$ cat config.mk
export PLATFORM = sky130hd
export DESIGN_NAME = pwm_compare_nch_flat
export DESIGN_NICKNAME = d
export VERILOG_FILES = /design/src/rtl/pwm_compare_nch_if.sv /design/src/rtl/pwm_compare_nch.sv /design/src/flat_wrapper.sv
export SDC_FILE = /design/constraint.sdc
export NUM_CORES = 1
export LEC_CHECK = 0
export BUFFER_PORTS_ARGS = -buffer_cell sky130_fd_sc_hd__buf_2
export CORE_ASPECT_RATIO = 0.8
export CORE_MARGIN = 2
export CORE_UTILIZATION = 57
export CTS_CLUSTER_DIAMETER = 200
export DETAILED_ROUTE_END_ITERATION = 7
export HOLD_SLACK_MARGIN = 0.02
export PLACE_DENSITY = 0.9
export SYNTH_ARGS = -nofsm -noshare
export SYNTH_HDL_FRONTEND = slang
export SYNTH_SLANG_ARGS = --single-unit
$ cat constraint.sdc
create_clock -name clk_i -period 6.1 [get_ports clk_i]
set_input_delay 0.61 -clock clk_i [delete_from_list [all_inputs] [get_ports clk_i]]
set_output_delay 0.61 -clock clk_i [all_outputs]
set_load 0.1 [all_outputs]
$ cat src/rtl/pwm_compare_nch_if.sv
// Carrier, compare, shadow-configuration and gate-output bundle of the multi-channel PWM compare stage.
// The master drives carriers and configuration; the slave returns the gate outputs and status.
interface pwm_compare_nch_if #(
    parameter int CNT_W = 16,
    parameter int DT_W  = 8,
    parameter int NCH   = 3
);
    logic [CNT_W-1:0]     carrier;
    logic [CNT_W-1:0]     carrier_master;
    logic [NCH*CNT_W-1:0] compare;
    logic [NCH-1:0]       carrsel;
    logic [NCH*DT_W-1:0]  dtime_a;
    logic [NCH*DT_W-1:0]  dtime_b;
    logic [NCH-1:0]       logic_a;
    logic [NCH-1:0]       logic_b;
    logic [NCH-1:0]       dt_onoff;
    logic                 pwm_onoff;
    logic                 maskevent;
    logic                 fault;
    logic                 fault_clr;
    logic [NCH-1:0]       pwmout_a;
    logic [NCH-1:0]       pwmout_b;
    logic                 fault_latched;
    logic                 load_ack;

    modport master (
        output carrier, carrier_master, compare, carrsel, dtime_a, dtime_b,
               logic_a, logic_b, dt_onoff, pwm_onoff, maskevent, fault, fault_clr,
        input  pwmout_a, pwmout_b, fault_latched, load_ack
    );

    modport slave (
        input  carrier, carrier_master, compare, carrsel, dtime_a, dtime_b,
               logic_a, logic_b, dt_onoff, pwm_onoff, maskevent, fault, fault_clr,
        output pwmout_a, pwmout_b, fault_latched, load_ack
    );
endinterface

$ cat src/rtl/pwm_compare_nch.sv
// NCH complementary PWM channels: shadowed compare, per-edge dead time, polarity, latched fault shutdown.
// Carrier to gate output in 2 cycles (raw register, then ia/ib register); no backpressure.
module pwm_compare_nch #(
    parameter int CNT_W = 16,
    parameter int DT_W  = 8,
    parameter int NCH   = 3
) (
    input logic              clk_i,
    input logic              rst_i,
    pwm_compare_nch_if.slave bus_if
);
    logic [NCH*CNT_W-1:0] cmp_q;
    logic [NCH*DT_W-1:0]  dta_q;
    logic [NCH*DT_W-1:0]  dtb_q;
    logic [NCH-1:0]       la_q;
    logic [NCH-1:0]       lb_q;
    logic [NCH-1:0]       dten_q;
    logic                 fault_q, fault_d;
    logic                 ack_q, ack_d;
    logic                 load_en;

    // Free-running copy while PWM is off; only maskevent updates a running PWM.
    assign load_en = ~bus_if.pwm_onoff | bus_if.maskevent;
    assign ack_d   = bus_if.pwm_onoff & bus_if.maskevent;

    always_comb begin
        fault_d = fault_q;
        if (bus_if.fault) begin
            fault_d = 1'b1;
        end else if (bus_if.fault_clr) begin
            fault_d = 1'b0;
        end
    end

    always_ff @(posedge clk_i or posedge rst_i) begin
        if (rst_i) begin
            cmp_q   <= '0;
            dta_q   <= '0;
            dtb_q   <= '0;
            la_q    <= '1;
            lb_q    <= '1;
            dten_q  <= '0;
            fault_q <= 1'b0;
            ack_q   <= 1'b0;
        end else begin
            if (load_en) begin
                cmp_q  <= bus_if.compare;
                dta_q  <= bus_if.dtime_a;
                dtb_q  <= bus_if.dtime_b;
                la_q   <= bus_if.logic_a;
                lb_q   <= bus_if.logic_b;
                dten_q <= bus_if.dt_onoff;
            end
            fault_q <= fault_d;
            ack_q   <= ack_d;
        end
    end

    assign bus_if.fault_latched = fault_q;
    assign bus_if.load_ack      = ack_q;

    for (genvar n = 0; n < NCH; n++) begin : g_ch
        logic [CNT_W-1:0] sel;
        logic [CNT_W-1:0] cmp_n;
        logic [DT_W-1:0]  dta_n;
        logic [DT_W-1:0]  dtb_n;
        logic [DT_W-1:0]  cnt_base;
        logic             en;
        logic             raw_q, raw_d;
        logic             rawp_q;
        logic             ia_q, ia_d;
        logic             ib_q, ib_d;
        logic [DT_W-1:0]  cnt_q, cnt_d;

        assign cmp_n    = cmp_q[n*CNT_W +: CNT_W];
        assign dta_n    = dta_q[n*DT_W +: DT_W];
        assign dtb_n    = dtb_q[n*DT_W +: DT_W];
        assign sel      = bus_if.carrsel[n] ? bus_if.carrier_master : bus_if.carrier;
        assign en       = bus_if.pwm_onoff & ~fault_q;
        assign raw_d    = en & (sel < cmp_n);
        // A raw toggle restarts the delay for the new edge, cancelling any pending opposite rise.
        assign cnt_base = (raw_q != rawp_q) ? '0 : cnt_q;

        always_comb begin
            ia_d  = 1'b0;
            ib_d  = 1'b0;
            cnt_d = '0;
            if (en) begin
                if (!dten_q[n]) begin
                    ia_d = raw_q;
                    ib_d = ~raw_q;
                end else if (raw_q) begin
                    if (ia_q || cnt_base == dta_n) begin
                        ia_d = 1'b1;
                    end else begin
                        cnt_d = cnt_base + 1'b1;
                    end
                end else begin
                    if (ib_q || cnt_base == dtb_n) begin
                        ib_d = 1'b1;
                    end else begin
                        cnt_d = cnt_base + 1'b1;
                    end
                end
            end
        end

        always_ff @(posedge clk_i or posedge rst_i) begin
            if (rst_i) begin
                raw_q  <= 1'b0;
                rawp_q <= 1'b0;
                ia_q   <= 1'b0;
                ib_q   <= 1'b0;
                cnt_q  <= '0;
            end else begin
                raw_q  <= raw_d;
                rawp_q <= raw_q;
                ia_q   <= ia_d;
                ib_q   <= ib_d;
                cnt_q  <= cnt_d;
            end
        end

        assign bus_if.pwmout_a[n] = la_q[n] ? ia_q : ~ia_q;
        assign bus_if.pwmout_b[n] = lb_q[n] ? ib_q : ~ib_q;
    end
endmodule

$ cat src/flat_wrapper.sv
// flat-port wrapper written by rule: the top's interface ports become plain ports
module pwm_compare_nch_flat 
#(
    parameter int CNT_W = 16,
    parameter int DT_W  = 8,
    parameter int NCH   = 3
)
  (clk_i, rst_i, bus_if_carrier, bus_if_carrier_master, bus_if_compare, bus_if_carrsel, bus_if_dtime_a, bus_if_dtime_b, bus_if_logic_a, bus_if_logic_b, bus_if_dt_onoff, bus_if_pwm_onoff, bus_if_maskevent, bus_if_fault, bus_if_fault_clr, bus_if_pwmout_a, bus_if_pwmout_b, bus_if_fault_latched, bus_if_load_ack);
  pwm_compare_nch_if #(.CNT_W(CNT_W), .DT_W(DT_W), .NCH(NCH)) bus_if_i ();
  input logic clk_i;
  input logic rst_i;
  input wire logic [$bits(bus_if_i.carrier)-1:0] bus_if_carrier;
  input wire logic [$bits(bus_if_i.carrier_master)-1:0] bus_if_carrier_master;
  input wire logic [$bits(bus_if_i.compare)-1:0] bus_if_compare;
  input wire logic [$bits(bus_if_i.carrsel)-1:0] bus_if_carrsel;
  input wire logic [$bits(bus_if_i.dtime_a)-1:0] bus_if_dtime_a;
  input wire logic [$bits(bus_if_i.dtime_b)-1:0] bus_if_dtime_b;
  input wire logic [$bits(bus_if_i.logic_a)-1:0] bus_if_logic_a;
  input wire logic [$bits(bus_if_i.logic_b)-1:0] bus_if_logic_b;
  input wire logic [$bits(bus_if_i.dt_onoff)-1:0] bus_if_dt_onoff;
  input wire logic [$bits(bus_if_i.pwm_onoff)-1:0] bus_if_pwm_onoff;
  input wire logic [$bits(bus_if_i.maskevent)-1:0] bus_if_maskevent;
  input wire logic [$bits(bus_if_i.fault)-1:0] bus_if_fault;
  input wire logic [$bits(bus_if_i.fault_clr)-1:0] bus_if_fault_clr;
  output wire logic [$bits(bus_if_i.pwmout_a)-1:0] bus_if_pwmout_a;
  output wire logic [$bits(bus_if_i.pwmout_b)-1:0] bus_if_pwmout_b;
  output wire logic [$bits(bus_if_i.fault_latched)-1:0] bus_if_fault_latched;
  output wire logic [$bits(bus_if_i.load_ack)-1:0] bus_if_load_ack;
  assign bus_if_i.carrier = bus_if_carrier;
  assign bus_if_i.carrier_master = bus_if_carrier_master;
  assign bus_if_i.compare = bus_if_compare;
  assign bus_if_i.carrsel = bus_if_carrsel;
  assign bus_if_i.dtime_a = bus_if_dtime_a;
  assign bus_if_i.dtime_b = bus_if_dtime_b;
  assign bus_if_i.logic_a = bus_if_logic_a;
  assign bus_if_i.logic_b = bus_if_logic_b;
  assign bus_if_i.dt_onoff = bus_if_dt_onoff;
  assign bus_if_i.pwm_onoff = bus_if_pwm_onoff;
  assign bus_if_i.maskevent = bus_if_maskevent;
  assign bus_if_i.fault = bus_if_fault;
  assign bus_if_i.fault_clr = bus_if_fault_clr;
  assign bus_if_pwmout_a = bus_if_i.pwmout_a;
  assign bus_if_pwmout_b = bus_if_i.pwmout_b;
  assign bus_if_fault_latched = bus_if_i.fault_latched;
  assign bus_if_load_ack = bus_if_i.load_ack;
  pwm_compare_nch #(.CNT_W(CNT_W), .DT_W(DT_W), .NCH(NCH)) u_core (.clk_i(clk_i), .rst_i(rst_i), .bus_if(bus_if_i));
endmodule
* Yosys cells after proc, flatten, opt, wreduce, memory -nomap -nowiden *
Cells that the tools add are included.

word-level totals
  register bits after elaboration = 143
  input port bits = 146
  output and inout bits = 8

cells by class
  magnitude comparators = 3
  eq/ne operators = 9
  mux-type cells = 53
  reduce and logical (&&, ||, !) cells = 7
  add/subtract/negate cells = 3
  bitwise operators = 17

operators with widths
  cell                                                            count
  8-bit two-way mux                                               18
  8-bit == test                                                   6
  16-bit less-than comparator                                     3
  16-bit two-way mux                                              3
  1-bit two-way mux                                               32
  8-bit by 1-bit adder with 8-bit output (second input constant)  3
  1-bit inverter                                                  11
  1-bit logical OR                                                6
  1-bit bitwise AND                                               5
  1-bit != test                                                   3
  2-bit nonzero test                                              1
  1-bit bitwise OR                                                1

* Longest topological paths before layout *
  depth after elaboration = 8
  depth in mapped cells = 9
  gate-level depth less buffers = 7

* Least setup slack after synthesis *
OpenSTA, ideal clock, no wires.

  path type = input to register
  start point = input bus_if_carrsel[0]
  end point = register u_core.g_ch[0].raw_q
  data required time = 6028 ps
  setup slack = 3535 ps
  cell stages on the path = 9
  arrival = 2493 ps
  path buffers = 2
  setup time = 72 ps
  cell sequence = clkbuf_1 > buf_1 > mux2_2 > ha_1 > a21o_1 > a21o_1 > a21oi_1 > o211ai_1 > nor2_1

between the ends
  word-level cells in the longest chain between the ends = 3

ends and longest elaborated chain
  item                            line                    source
  from (decl)                     flat_wrapper.sv:15      input wire logic [$bits(bus_if_i.carrsel)-1:0] bus_if_carrsel;
  16-bit two-way mux              pwm_compare_nch.sv:78   assign sel = bus_if.carrsel[n] ? bus_if.carrier_master : bus_if.carrier;
  16-bit less-than comparator     pwm_compare_nch.sv:80   assign raw_d = en & (sel < cmp_n);
  1-bit bitwise AND               pwm_compare_nch.sv:80
  named net u_core.g_ch[0].raw_d  pwm_compare_nch.sv:69   logic raw_q, raw_d;
  to (signal assigned)            pwm_compare_nch.sv:116  raw_q <= raw_d;
  to (decl)                       pwm_compare_nch.sv:69

The timed path passes the listed nets, and every way through them passes these cells.
A chain may end at the register's enable or synchronous reset.

* Worst setup path in the final report *
  start point = register u_core.g_ch[1].raw_q
  end point = register u_core.g_ch[1].cnt_q[2]

between the ends
  word-level cells in the longest chain between the ends = 8

ends and longest elaborated chain
  item                                                                            line                    source
  from (decl)                                                                     pwm_compare_nch.sv:69
  from (signal assigned)                                                          pwm_compare_nch.sv:116
  branches (longest 5 deep; another with 8-bit by 1-bit adder with 8-bit output)  n/a
  8-bit two-way mux (*)                                                           pwm_compare_nch.sv:92   end else if (raw_q) begin
  8-bit two-way mux (*)                                                           pwm_compare_nch.sv:89   if (!dten_q[n]) begin
  8-bit two-way mux (*)                                                           pwm_compare_nch.sv:88   if (en) begin
  named net u_core.g_ch[1].cnt_d[2]                                               pwm_compare_nch.sv:73   logic [DT_W-1:0] cnt_q, cnt_d;
  to (signal assigned)                                                            pwm_compare_nch.sv:120  cnt_q <= cnt_d;
  to (decl)                                                                       pwm_compare_nch.sv:73

Mark *: on every way through the listed nets, which the timed path passes.

==> flow_metrics.tcl <==
set metrics [dict create \
    grt_max_degree 93 \
    synth-seq-cells 143 \
    ctsHtreeMaxLevel 4 \
    max-slew-margin-rel 0.374 \
    postSynth.asyncResetShare 1.00 \
    drc 0 \
    core_um2 14300 \
    place_inst 1080 \
    antenna_found_initial 0 \
    clockBufferDepth 2 \
    slew_viol_final 0 \
    slowest_stage "dfrtp_1" \
    top_layer_used "met4" \
    wl_met1_um 8840 \
    synth_edf_count 0 \
    post-cts-setup-buffer-count 0 \
    grt-ovfl-total 0 \
    clk_pin_slew_worst_paths_ns 0.06 \
    insertion_delay_ns 0.43 \
    status "finished, final reports clean" \
    grt_use_total 0.251 \
    fp.dieW_um 139 \
    syn_area_per_cell_um2 10.5 \
    maxCapViolCount 0 \
    first_global_vias 6290 \
    worstMarginPinSlew_ns 0.939 \
    finalSetupTns_ns 0 \
    critical-path-top-delay-family "compound AO/OA/AOI/OAI gates" \
    first_pass_iters 5 \
    powerDensity_nw_per_um2 258 \
    die_area_um2 15600 \
    path_cells "xor2_2 -> nor2_1 -> o32ai_1 -> a41oi_1 -> a22oi_2 -> nor3_1" \
    rsz0062_at_grt "false" \
    cp_max_fo 12 \
    max_freq_mhz 394 \
    port_buffers 153 \
    cts_root_buffer "clkbuf_16" \
    antenna_left 0 \
    met3_wirelength_um 942 \
    post_layout_nonfiller_instances 1111 \
    syn_inst 796 \
    numCtsBuffers 17 \
    ys_types 43 \
    die_y_um 112 \
    wl_per_cell_um 17.3 \
    initial_core_util 0.584 \
    irDropWorstVdd_uv 211 \
    whs_ns 0.352 \
    path_class "reg -> reg" \
    ys_seq_area_frac 0.429 \
    cp-start-kind "flip-flop" \
    fin_crit_sh 0.416 \
    synthesis.nets 987 \
    endpoint_kind "flip-flop" \
    postCtsResizedCells 0 \
    first_iter_violations 390 \
    clock_skew_ns 0.0106 \
    syn-cell-area_um2 8350 \
    clock_sinks 143 \
    finalSetupViolCount 0 \
    n_antenna_cell 0 \
    p_total_mw 2.51 \
    routabilityCongestion 0.849 \
    io_pins 154 \
    routed_wl_um 19200 \
    cp.required_ns 6.39 \
    grt_pass1_wl_um 31300 \
    cts_tree "yes" \
    cpPeakStageDelay_ns 0.54 \
    cellLeakagePower_nw 4.42 \
    path_buf_inv 0 \
    hold_viol_final 0 \
    crit_arrival_ns 2.82 \
    hold_class "in -> async" \
    via_per_inst 5.78 \
    cts_hold_buf 0 \
    fin_crit_ns 2.54 \
    drive_gt1_frac 0.334 \
    nets 1106 \
    syn_to_final_growth_pct 16.2 \
    synth_ff_type "dfrtp_1" \
    wl_met2_um 8900 \
    hpwl_um 13700 \
    vias 6427 \
    placementRows 39 \
    yosysWarnings 0 \
]
cell families (layout without fill, tap and decap cells):
logic type,after synthesis,after routing,synth area share
buffers and inverters,103,234,0.0514
adder cells (fa/ha/maj),45,45,0.0674
XOR/XNOR,57,57,0.0625
multiplexers,109,109,0.146
AO/OA/AOI/OAI,145,145,0.119
flip-flops,143,143,0.429
AND/OR/NAND/NOR,194,194,0.124
cell usage after synthesis, types with 4 or more instances:
cell	count	area share
a21oi_1	14	0.0084
a31oi_1	24	0.018
inv_1	47	0.021
a21o_1	7	0.0063
and3_1	6	0.0045
buf_1	5	0.0022
xnor2_1	42	0.044
o32ai_1	22	0.023
nand4_1	9	0.0067
dfrtp_1	137	0.41
nand2_1	53	0.024
nor2_1	45	0.020
nand2b_1	10	0.0075
o21ai_0	51	0.031
nor4bb_1	24	0.029
mux2i_1	4	0.0048
and2_1	4	0.0030
nor3_1	24	0.014
ha_1	45	0.067
dfstp_2	6	0.019
xor2_1	12	0.013
nor2b_1	6	0.0045
clkbuf_1	33	0.015
mux2_2	105	0.14
nand3_1	5	0.0030
a41oi_1	4	0.0042
buf_2	12	0.0072
o211ai_1	6	0.0054
routing by layer:
| layer | GRT usage | up-vias |
|---|---|---|
| met2 | 0.393 | 205 |
| met1 | 0.344 | 3101 |
| met3 | 0.0576 | 38 |
| li1 | - | 3083 |
| met4 | 0.0963 | 0 |
| met5 | 0 | - |
metrics by stage:
| step | cell area [um2] | setup slack (ns) | utilization |
|---|---|---|---|
| 3_3_place_gp | 9130 | 3.47 | 0.638 |
| 4_1_cts | 9700 | 3.61 | 0.678 |
| 2_1_floorplan | 8350 | 1.66 | - |
| 5_1_grt | 9700 | 3.41 | 0.678 |
| 6_report | 9700 | 3.56 | 0.678 |
| 3_5_place_dp | 9130 | 3.45 | 0.638 |
registers in the layout, indices dropped and copies added (netlist names):
signal and count:
u_core.lb_q 3, u_core.dten_q 3, u_core.g_ch.ib_q 3, u_core.g_ch.cnt_q 24
u_core.bus_if.fault_latched 1, u_core.g_ch.ia_q 3, u_core.g_ch.raw_q 3, u_core.g_ch.rawp_q 3
u_core.dtb_q 24, u_core.cmp_q 48, u_core.dta_q 24, u_core.la_q 3
u_core.bus_if.load_ack 1
final cells by class:
cell class,instances,area [um2]
clock buffer,19,453
inverter,47,181
tap,184,230
sequential,143,3590
fill,1062,4600
multi-input combinational,550,4340
timing repair buffer,156,788
clock inverter,12,119
final timing paths:
path | endpoint | slack (ns) | start | depth (start not counted)
min in group clk_i | u_core.bus_if.fault_latched | 0.36 | bus_if_fault | 2
worst max-delay path | u_core.g_ch[1].cnt_q[2] | 3.56 | u_core.g_ch[1].raw_q | 6
worst max register to register | u_core.g_ch[1].cnt_q[2] | 3.56 | u_core.g_ch[1].raw_q | 6
worst min register to register | u_core.cmp_q[16] | 0.53 | u_core.cmp_q[16] | 1
max in group asynchronous | u_core.dtb_q[19] | 4.55 | rst_i | 3
worst min-delay path | u_core.cmp_q[28] | 0.35 | rst_i | 2
cells in the final DEF, fill, tap and decap left out, types with 6 or more instances in the layout:
cell type	n
a21o_1	7
a21oi_1	14
a31oi_1	24
and3_1	6
buf_2	153
clkbuf_16	17
clkinv_2	7
dfrtp_1	137
dfstp_2	6
ha_1	45
inv_1	46
mux2_2	105
nand2_1	53
nand2b_1	9
nand4_1	9
nor2_1	45
nor2b_1	6
nor3_1	24
nor4bb_1	24
o211ai_1	6
o21ai_0	51
o32ai_1	22
xnor2_1	42
xor2_1	12
power breakdown:
part | leakage [nW] | total, mW | internal [mW] | switching (mW)
clock | 0.284 | 1.01 | 0.615 | 0.398
combinational | 2.38 | 0.422 | 0.185 | 0.237
sequential | 1.75 | 1.07 | 1.02 | 0.0545
worst reg2reg max path: stages, from the launching register on:
cell     delay (ns)
dfrtp_1        0.54
xor2_2         0.52
nor2_1         0.16
o32ai_1        0.37
a41oi_1        0.24
a22oi_2        0.44
nor3_1         0.12
(Power assumes the default switching activity.)
